$ cat config.mk
export PLATFORM = sky130hd
export DESIGN_NAME = alu_execute_unit
export DESIGN_NICKNAME = d
export VERILOG_FILES = /design/src/rtl/alu_pkg.sv /design/src/rtl/alu_iter_mul.sv /design/src/rtl/alu_execute_unit.sv
export SDC_FILE = /design/constraint.sdc
export NUM_CORES = 1
export LEC_CHECK = 0
export CAP_MARGIN = 5
export CORE_MARGIN = 5
export CORE_UTILIZATION = 30
export DETAILED_ROUTE_END_ITERATION = 8
export GPL_TIMING_DRIVEN = 0
export PLACE_DENSITY = 0.54
export SLEW_MARGIN = 20
export SYNTH_ARGS = -nofsm -noshare
export SYNTH_HDL_FRONTEND = slang
export SYNTH_SLANG_ARGS = --single-unit
$ cat constraint.sdc
create_clock -name clk -period 8.5 [get_ports clk]
set_clock_uncertainty 0.05 [all_clocks]
set_input_delay 2.55 -clock clk [delete_from_list [all_inputs] [get_ports clk]]
set_output_delay 2.55 -clock clk [all_outputs]
set_load 0.03 [all_outputs]
$ cat src/rtl/alu_pkg.sv
// alu_pkg: ALU op codes shared with the decoder and the execute-unit FSM state type.
package alu_pkg;
  localparam logic [3:0] ALU_ADD = 4'b0000;
  localparam logic [3:0] ALU_SUB = 4'b0001;
  localparam logic [3:0] ALU_MUL = 4'b0010;
  localparam logic [3:0] ALU_AND = 4'b0011;
  localparam logic [3:0] ALU_SLL = 4'b0110;
  localparam logic [3:0] ALU_SLT = 4'b1000;
  typedef enum logic {S_IDLE = 1'b0, S_MUL_RUN = 1'b1} state_e;
endpackage

$ cat src/rtl/alu_iter_mul.sv
// alu_iter_mul: iterative shift-add multiplier, one multiplier bit per cycle, low WIDTH product bits.
module alu_iter_mul #(
  parameter int WIDTH = 32
) (
  input  logic             clk,
  input  logic             rst,
  input  logic             i_start,
  input  logic             i_kill,
  input  logic [WIDTH-1:0] i_a,
  input  logic [WIDTH-1:0] i_b,
  output logic             o_busy,
  output logic             o_done,
  output logic [WIDTH-1:0] o_product
);
  localparam int CNT_W = $clog2(WIDTH);
  localparam logic [CNT_W-1:0] LAST = CNT_W'(WIDTH - 1);
  logic [WIDTH-1:0] r_mcand, r_mplier, r_acc, w_acc_next;
  logic [CNT_W-1:0] r_cnt;
  logic r_busy;
  // done and product are presented during the final iteration so the caller can register them on that edge
  always_comb w_acc_next = r_mplier[0] ? r_acc + r_mcand : r_acc;
  assign o_busy    = r_busy;
  assign o_done    = r_busy && (r_cnt == LAST);
  assign o_product = w_acc_next;
  always_ff @(posedge clk) begin
    if (rst || i_kill) begin
      r_busy <= 1'b0;
      r_cnt  <= '0;
    end else if (i_start && !r_busy) begin
      r_mcand  <= i_a;
      r_mplier <= i_b;
      r_acc    <= '0;
      r_cnt    <= '0;
      r_busy   <= 1'b1;
    end else if (r_busy) begin
      r_acc    <= w_acc_next;
      r_mcand  <= r_mcand << 1;
      r_mplier <= r_mplier >> 1;
      r_cnt    <= r_cnt + CNT_W'(1);
      r_busy   <= !o_done;
    end
  end
endmodule

$ cat src/rtl/alu_execute_unit.sv
// alu_execute_unit: EX-stage ALU; single-cycle add/sub/and/sll/slt plus a stalling iterative mul.
module alu_execute_unit
  import alu_pkg::*;
#(
  parameter int WIDTH   = 32,
  parameter int SHAMT_W = $clog2(WIDTH)
) (
  input  logic             clk,
  input  logic             rst,
  input  logic             valid_i,
  input  logic [3:0]       alu_control_i,
  input  logic [WIDTH-1:0] src_a_i,
  input  logic [WIDTH-1:0] src_b_i,
  input  logic [4:0]       rd_i,
  input  logic             flush_i,
  output logic [WIDTH-1:0] result_o,
  output logic             zero_o,
  output logic [4:0]       rd_o,
  output logic             valid_o,
  output logic             stall_o
);
  state_e r_state, w_state_next;
  logic w_accept, w_is_mul, w_mul_start, w_single, w_mul_busy, w_mul_done, w_done, w_load;
  logic [WIDTH-1:0] w_alu_res, w_mul_prod, w_load_val, w_slt, r_result;
  logic [4:0] r_rd, r_rd_lat;
  logic r_zero, r_valid;
  assign w_accept    = valid_i && !stall_o && !flush_i;
  assign w_is_mul    = alu_control_i == ALU_MUL;
  assign w_mul_start = w_accept && w_is_mul;
  assign w_single    = w_accept && !w_is_mul;
  assign w_done      = w_mul_busy && w_mul_done && !flush_i;
  assign w_load      = w_single || w_done;
  assign w_slt       = {{(WIDTH-1){1'b0}}, $signed(src_a_i) < $signed(src_b_i)};
  // unlisted codes fall through to add
  always_comb
    w_alu_res = (alu_control_i == ALU_SUB) ? src_a_i - src_b_i :
                (alu_control_i == ALU_AND) ? src_a_i & src_b_i :
                (alu_control_i == ALU_SLL) ? src_a_i << src_b_i[SHAMT_W-1:0] :
                (alu_control_i == ALU_SLT) ? w_slt :
                src_a_i + src_b_i;
  assign w_load_val = w_done ? w_mul_prod : w_alu_res;
  alu_iter_mul #(.WIDTH(WIDTH)) u_mul (
    .clk       (clk),
    .rst       (rst),
    .i_start   (w_mul_start),
    .i_kill    (flush_i),
    .i_a       (src_a_i),
    .i_b       (src_b_i),
    .o_busy    (w_mul_busy),
    .o_done    (w_mul_done),
    .o_product (w_mul_prod)
  );
  always_ff @(posedge clk) r_state <= rst ? S_IDLE : w_state_next;
  always_comb
    w_state_next = flush_i ? S_IDLE :
                   (r_state == S_IDLE) ? (w_mul_start ? S_MUL_RUN : S_IDLE) :
                   (w_mul_done ? S_IDLE : S_MUL_RUN);
  always_comb stall_o = r_state == S_MUL_RUN;
  always_ff @(posedge clk) begin
    if (rst) begin
      r_result <= '0;
      r_zero   <= 1'b0;
      r_rd     <= '0;
      r_valid  <= 1'b0;
      r_rd_lat <= '0;
    end else begin
      r_valid <= w_load;
      if (w_mul_start) r_rd_lat <= rd_i;
      if (w_load) begin
        r_result <= w_load_val;
        r_zero   <= w_load_val == '0;
        r_rd     <= w_done ? r_rd_lat : rd_i;
      end
    end
  end
  assign result_o = r_result;
  assign zero_o   = r_zero;
  assign rd_o     = r_rd;
  assign valid_o  = r_valid;
endmodule

==> flow_metrics.env, run 1 <==
export IMPL_clkSinkCount=147
export IMPL_antenna_found_initial=0
export IMPL_die_area_mm2=0.0539
export IMPL_worstPathArrival_ns=8.67
export IMPL_grt_use_total_pct=24.0
export IMPL_drive_gt1_share_pct=9.93
export IMPL_crit_path_end_kind="register"
export IMPL_area_delta_synth_final_pct=18.3
export IMPL_cts_buffer_depth=2
export IMPL_hpwl_um=53300
export IMPL_hold_path_startpoint="result_o[10]$_SDFFE_PP0P_"
export IMPL_cts_tree="built"
export IMPL_period_share_pct=97.9
export IMPL_die_x_um=232
export IMPL_grt_pass1_wl_um=96600
export IMPL_drv_slew=0
export IMPL_fmax_mhz=120
export IMPL_ff2ff_setup_slack_ns=3.05
export IMPL_htreeDepth=4
export IMPL_synth_cells=1771
export IMPL_r2r_end="zero_o$_SDFFE_PP0P_"
export IMPL_min_period_ns=8.32
export IMPL_pwr_density_cell_mw_per_mm2=131
export IMPL_clk_latency_ns=0.49
export IMPL_drt_iter0_markers=1711
export IMPL_nFillCells=5161
export IMPL_status="finished, final reports clean"
export IMPL_cts_buffers=17
export IMPL_total_power_mw=2.29
export IMPL_syn_area_per_cell_um2=8.36
export IMPL_synth_top_area_share_pct=19.5
export IMPL_drt_total_wl_um=66300
export IMPL_final_nets=2088
export IMPL_grt_max_degree=22
export IMPL_num_vias=15142
export IMPL_setup_viol=0
export IMPL_post_route_cell_area_mm2=0.0175
export IMPL_slew_headroom_pct=22.6
export IMPL_syn_area_mm2=0.0148
export IMPL_yosysSeqAreaShare_pct=26.4
export IMPL_min_to="result_o[10]$_SDFFE_PP0P_"
export IMPL_grt_overflow_total=0
export IMPL_ff_latch_area_mm2=0.00390
export IMPL_holdPathStages=2
export IMPL_ioPinCount=117
export IMPL_vias_per_cell=5.85
export IMPL_rows=81
export IMPL_crit_path_start_kind="input port"
export IMPL_grt_pass1_vias=14606
export IMPL_ys_ff_latch=147
export IMPL_hold_ws_ns=0.403
export IMPL_p_leak_nw=6.46
export IMPL_drt_first_pass_iters=5
export IMPL_dieHeight_um=232
export IMPL_worstPathRequired_ns=8.85
export IMPL_syn_num_nets=1949
export IMPL_synth_edf_count=96
export IMPL_ys_types=95
export IMPL_path_class="in -> reg"
export IMPL_multi_input_area_mm2=0.0102
export IMPL_yosys_cell_count_top_type="nor2_1"
export IMPL_ys_flop_type="edfxtp_1"
export IMPL_reg2reg_depth=15
export IMPL_place_area_mm2=0.0169
export IMPL_hold_path_class="reg -> reg"
export IMPL_place_gp_congestion=1.02
export IMPL_hold_viol_final=0
export IMPL_path_clk_slew_ns=0.07
export IMPL_crit_fanout=10
export IMPL_drc=0
export IMPL_post_route_util_pct=35.9
export IMPL_synth_area_top_cells="edfxtp_1 19%, ha_1 8.3%, dfxtp_1 6.9%"
export IMPL_ir_drop_mv=0.121
export IMPL_r2r_start="u_mul.r_cnt[0]$_SDFFE_PP0P_"
export IMPL_core_area_mm2=0.0488
export IMPL_ant_nets=0
export IMPL_synth_yosys_warnings=0
export IMPL_cts_root_buffer="clkbuf_16"
export IMPL_rsz0062_at_grt="no"
export IMPL_tightest_slew_ns=1.13
export IMPL_wl_per_cell_um=25.6
export IMPL_io_buffers=115
export IMPL_initial_core_util_pct=30.3
export IMPL_netlist_top_cells_count="179 x nor2_1, 176 x a21oi_1, 164 x nand2_1, 98 x ha_1, 96 x edfxtp_1"
export IMPL_async_reset_ff_share_pct=0
export IMPL_holdBufCountCts=0
export IMPL_yosys_area_top_type="edfxtp_1"
export IMPL_drv_cap=0
per-layer routing:
| layer | GRT usage (%) | part of all wire, % |
|---|---|---|
| met4 | 8.59 | 3.6 |
| met3 | 4.65 | 7.1 |
| met2 | 39.5 | 47 |
| met5 | 0 | 0 |
| met1 | 31.4 | 42 |
cell usage in the layout (no fill, tap or decap), types with 15 or more instances in the layout:
| cell | instances |
|---|---|
| nor2_1 | 179 |
| a21oi_1 | 175 |
| nand2_1 | 164 |
| clkdlybuf4s50_1 | 115 |
| ha_1 | 98 |
| edfxtp_1 | 96 |
| clkbuf_1 | 84 |
| inv_1 | 78 |
| mux2_2 | 72 |
| o21ai_0 | 69 |
| dfxtp_1 | 51 |
| mux2i_1 | 43 |
| nand3_1 | 39 |
| a31oi_1 | 35 |
| xnor2_1 | 35 |
| nor3_1 | 32 |
| nor2b_1 | 29 |
| a211oi_1 | 27 |
| a21o_1 | 24 |
| mux4_2 | 24 |
| o211ai_1 | 21 |
| o21a_1 | 21 |
| nand2b_1 | 19 |
| clkbuf_16 | 19 |
| o22ai_1 | 18 |
| o31ai_1 | 18 |
| nand4_1 | 16 |
| xor2_1 | 15 |
flip-flops by register name (all words and copies together) (netlist names), 5 cells and up:
| signal | cells |
|---|---|
| u_mul.r_mcand | 32 |
| u_mul.r_mplier | 32 |
| rd_o | 5 |
| u_mul.r_acc | 32 |
| u_mul.r_cnt | 5 |
| result_o | 32 |
| r_rd_lat | 5 |
logic make-up (layout without fill, tap and decap cells):
logic type | count (synthesis) | in the layout | synth area share, %
XOR/XNOR | 50 | 50 | 2.96
other | 0 | 1 | 0
AND/OR/NAND/NOR | 579 | 579 | 18.7
buffers and inverters | 193 | 345 | 5.24
AO/OA/AOI/OAI | 556 | 556 | 25.1
adder cells (fa/ha/maj) | 101 | 101 | 8.69
multiplexers | 145 | 145 | 12.9
flip-flops | 147 | 147 | 26.4
report_power, final:
part,leakage (nW),switching (mW),total (mW),internal (mW)
clock network,0.279,0.354,0.772,0.418
logic,4.90,0.470,0.740,0.271
registers,1.28,0.00978,0.777,0.768
worst max-delay path, stage by stage:
cell and delay [ns]:
clkdlybuf4s50_1 0.74, clkinv_1 0.39, clkbuf_1 0.36, clkbuf_2 0.36
ha_1 0.35, buf_2 0.23, o211a_1 0.18, o31a_1 0.30
o21ai_1 0.20, a31oi_1 0.27, xnor2_1 0.15, a221oi_1 0.76
o32ai_1 0.21, nor4_2 0.26, nand4b_1 0.26, or4_1 0.45
or4_1 0.44, o31ai_2 0.18
area by class of cell:
| cell class | count | area share (%) |
|---|---|---|
| clock buffer | 23 | 2.86 |
| clock inverter | 9 | 0.372 |
| inverter | 80 | 1.71 |
| antenna | 1 | 0.0143 |
| timing repair buffer | 120 | 7.29 |
| sequential | 147 | 22.3 |
| buffer | 113 | 2.73 |
| multi-input combinational | 1431 | 58.0 |
| tap | 664 | 4.74 |
worst max-delay path by stage:
stage                          start                            to  slack [ns]  depth (start not counted)
finish                    src_b_i[3]           zero_o$_SDFFE_PP0P_        0.18                         18
global route              src_b_i[3]           zero_o$_SDFFE_PP0P_        0.01                         18
floorplan           alu_control_i[1]  u_mul.r_acc[0]$_SDFFCE_PP0P_        1.80                          5
CTS                       src_b_i[3]           zero_o$_SDFFE_PP0P_        0.05                         18
detailed placement        src_b_i[3]           zero_o$_SDFFE_PP0P_       -0.60                         18
global placement    alu_control_i[1]   u_mul.r_mplier[7]$_DFFE_PP_       -1.62                          6
metrics by stage:
step | TNS (ns) | std cells | setup slack (ns)
floorplan | 0 | 1771 | 1.80
global placement | -156.79 | 2550 | -1.62
detailed placement | -0.598 | 2555 | -0.598
CTS | 0 | 2587 | 0.0482
global route | 0 | 2587 | 0.0123
finish | 0 | 2588 | 0.178
what timing repair did:
item | in CTS | in global routing
buffers inserted | 0 | 0
pin swaps | 0 | 0
resized for setup | 2 | 4
setup endpoints to repair | 1 | 1
Note: power is estimated with default switching activity, not from simulation.
==> run 2, diff against run 1 <==
--- a/config.mk
+++ b/config.mk
@@ -5,12 +5,13 @@
 export SDC_FILE = /design/constraint.sdc
 export NUM_CORES = 1
 export LEC_CHECK = 0
+export ABC_CLOCK_PERIOD_IN_PS = 8500
 export CAP_MARGIN = 5
 export CORE_MARGIN = 5
 export CORE_UTILIZATION = 30
 export DETAILED_ROUTE_END_ITERATION = 8
 export GPL_TIMING_DRIVEN = 0
-export PLACE_DENSITY = 0.54
+export PLACE_DENSITY_LB_ADDON = 0.05
 export SLEW_MARGIN = 20
 export SYNTH_ARGS = -nofsm -noshare
 export SYNTH_HDL_FRONTEND = slang
==> run 2 against run 1 <==
Compared with the run above:
- critical path depth decreased by 1
- critical endpoint unchanged
- sequential share of layout area hardly changed
- flip-flop and latch count stayed put
- cell area rose by 0.17%
- critical path type unchanged
- combinational power rose by 2%
- largest cell class unchanged
- setup slack worse by 0.067 ns
- power up 0.31%
- clock power fell by 1%
- wire length grew 5.0%
==> flow_metrics.env, run 2 (synthesized netlist as in run 1, its figures left out) <==
export IMPL_tightest_slew_ns=1.25
export IMPL_pwr_density_cell_mw_per_mm2=131
export IMPL_drt_iter0_markers=1366
export IMPL_reg2reg_depth=15
export IMPL_final_common_cell="nor2_1"
export IMPL_num_vias=15069
export IMPL_nFillCells=5208
export IMPL_p_sw_share_pct=37.4
export IMPL_setup_viol=0
export IMPL_max_stage_delay_ns=1.04
export IMPL_ctsResizeCount=2
export IMPL_rsz0062_at_grt="no"
export IMPL_min_period_ns=8.39
export IMPL_drv_cap=0
export IMPL_rows=81
export IMPL_antenna_found_initial=2
export IMPL_drive_gt1_share_pct=10.1
export IMPL_initial_core_util_pct=30.3
export IMPL_power_frac_seq_pct=33.8
export IMPL_drv_slew=0
export IMPL_place_gp_congestion=1.02
export IMPL_crit_path_end_kind="register"
export IMPL_p_leak_nw=6.45
export IMPL_ff2ff_setup_slack_ns=2.90
export IMPL_crit_buf_inv=5
export IMPL_cts_root_buffer="clkbuf_16"
export IMPL_die_x_um=232
export IMPL_holdBufCountCts=0
export IMPL_grt_pass1_wl_um=101000
export IMPL_wl_per_cell_um=26.9
export IMPL_dp_slack_ns=-0.718
export IMPL_clkPwrFrac_pct=33.2
export IMPL_p_switching_uw=858
export IMPL_crit_cells=17
export IMPL_core_area_mm2=0.0488
export IMPL_drt_total_wl_um=69600
export IMPL_cp_endpoint="zero_o$_SDFFE_PP0P_"
export IMPL_period_share_pct=98.7
export IMPL_stdcell_count=2589
export IMPL_worstPathArrival_ns=8.73
export IMPL_p_int_mw=1.44
export IMPL_crit_fanout=10
export IMPL_htreeDepth=4
export IMPL_cts_buffer_depth=2
export IMPL_die_area_mm2=0.0539
export IMPL_power_frac_comb_pct=33.0
export IMPL_hold_ws_ns=0.400
export IMPL_hold_path_class="reg -> reg"
export IMPL_grt_overflow_total=0
export IMPL_dieHeight_um=232
export IMPL_grt_max_degree=22
export IMPL_ioPinCount=117
export IMPL_crit_path_start="src_b_i[3]"
export IMPL_path_clk_slew_ns=0.07
export IMPL_cts_setup_buffers=0
export IMPL_grt_use_total_pct=25.3
export IMPL_hold_viol_final=0
export IMPL_vias_per_cell=5.82
export IMPL_hpwl_um=56400
export IMPL_cts_buffers=17
export IMPL_worstPathRequired_ns=8.84
export IMPL_cts_tree="built"
export IMPL_dp_cells=2555
export IMPL_layout_setup_ws_ns=0.111
export IMPL_total_power_mw=2.30
export IMPL_clkSinkCount=147
export IMPL_critical_path_top_delay_family="buffers and inverters"
export IMPL_slew_headroom_pct=14.2
export IMPL_final_cell_mix="179 x nor2_1, 175 x a21oi_1, 164 x nand2_1"
export IMPL_area_delta_synth_final_pct=18.5
export IMPL_cp_slowest_cell="a2111oi_0"
export IMPL_crit_path_start_kind="input port"
export IMPL_status="finished, final reports clean"
export IMPL_path_class="in -> reg"
export IMPL_io_buffers=115
export IMPL_grt_pass1_vias=14606
export IMPL_r2r_end="zero_o$_SDFFE_PP0P_"
export IMPL_r2r_start="u_mul.r_cnt[0]$_SDFFE_PP0P_"
export IMPL_final_nets=2088
export IMPL_fmax_mhz=119
export IMPL_ant_nets=0
export IMPL_drc=0
export IMPL_drt_first_pass_iters=6
export IMPL_clk_latency_ns=0.50
export IMPL_worstPathCellList="clkdlybuf4s50_1 -> clkinvlp_4 -> clkbuf_1 -> clkbuf_2 -> ha_1 -> buf_2 -> a21oi_1 -> and2_1 -> o32a_1 -> a2111oi_0 -> a21oi_1 -> nand4b_1 -> nor4_2 -> nand4b_1 -> or4_1 -> or4_1 -> o31ai_2"
export IMPL_ir_drop_mv=0.113
-- run 2: how the worst min path moves through the flow --
| stage | from | endpoint | slack, ns | cells past startpoint |
|---|---|---|---|---|
| floorplan | r_rd_lat[4]$_SDFFE_PP0P_ | rd_o[4]$_SDFFE_PP0P_ | 0.40 | 2 |
| global placement | result_o[10]$_SDFFE_PP0P_ | result_o[10]$_SDFFE_PP0P_ | 0.39 | 2 |
| detailed placement | result_o[10]$_SDFFE_PP0P_ | result_o[10]$_SDFFE_PP0P_ | 0.40 | 2 |
| CTS | result_o[27]$_SDFFE_PP0P_ | result_o[27]$_SDFFE_PP0P_ | 0.40 | 2 |
| global route | result_o[27]$_SDFFE_PP0P_ | result_o[27]$_SDFFE_PP0P_ | 0.42 | 2 |
| finish | result_o[10]$_SDFFE_PP0P_ | result_o[10]$_SDFFE_PP0P_ | 0.40 | 2 |
-- run 2: through the flow --
step | cell area (um^2) | utilization (%) | TNS [ns]
2_1_floorplan | 14800 | - | 0
3_3_place_gp | 16800 | 34.4 | -154.75
3_5_place_dp | 16900 | 34.7 | -0.718
4_1_cts | 17500 | 35.8 | 0
5_1_grt | 17500 | 35.9 | 0
6_report | 17500 | 35.9 | 0
-- run 2: worst register-to-register path, stage by stage, from the launching register on --
cell and delay, ns:
dfxtp_1 0.34, ha_1 0.23, and3_1 0.19, ha_1 0.19, nand2_1 0.09, or2_2 0.12
clkbuf_1 0.65, clkbuf_1 0.93, o21ai_0 0.55, o22ai_2 0.37, o221ai_2 0.16, nor4_2 0.35
nand4b_1 0.23, or4_1 0.43, or4_1 0.43, o31ai_2 0.20
-- run 2: final cells by class --
| class | instances | area [um^2] | share of cell area, % |
|---|---|---|---|
| Multi-Input combinational cell | 1431 | 10200 | 58.1 |
| Sequential cell | 147 | 3900 | 22.3 |
| Timing Repair Buffer | 120 | 1290 | 7.35 |
| Tap cell | 664 | 831 | 4.74 |
| Buffer | 113 | 478 | 2.72 |
| Clock buffer | 22 | 475 | 2.71 |
| Inverter | 80 | 304 | 1.73 |
| Clock inverter | 10 | 72.6 | 0.414 |
| Antenna cell | 2 | 5.00 | 0.0285 |
-- run 2: layer usage --
metal / global-route usage (%) / wire (um) / vias to the layer above
met4: 7.88 / 2030 / 0
met1: 34.4 / 31600 / 7528
met5: 0 / 0 / -
met3: 4.40 / 3810 / 83
met2: 40.9 / 32200 / 505
li1: - / - / 6953
-- run 2: power by group through the flow --
stage                     Sequential [mW]  Combinational (mW)  Clock, mW
after floorplan                     0.815               0.416          0
after global placement              0.793               0.736          0
after detailed placement            0.792               0.734          0
after CTS                           0.777               0.739      0.788
after global routing                0.778               0.806      0.808
final                               0.776               0.758      0.762
==> run 3, diff against run 2 <==
--- a/config.mk
+++ b/config.mk
@@ -5,6 +5,7 @@
 export SDC_FILE = /design/constraint.sdc
 export NUM_CORES = 1
 export LEC_CHECK = 0
+export ABC_AREA = 0
 export ABC_CLOCK_PERIOD_IN_PS = 8500
 export CAP_MARGIN = 5
 export CORE_MARGIN = 5
==> results of run 3 <==
Final layout, timing and power as in run 2 (identical DEF).
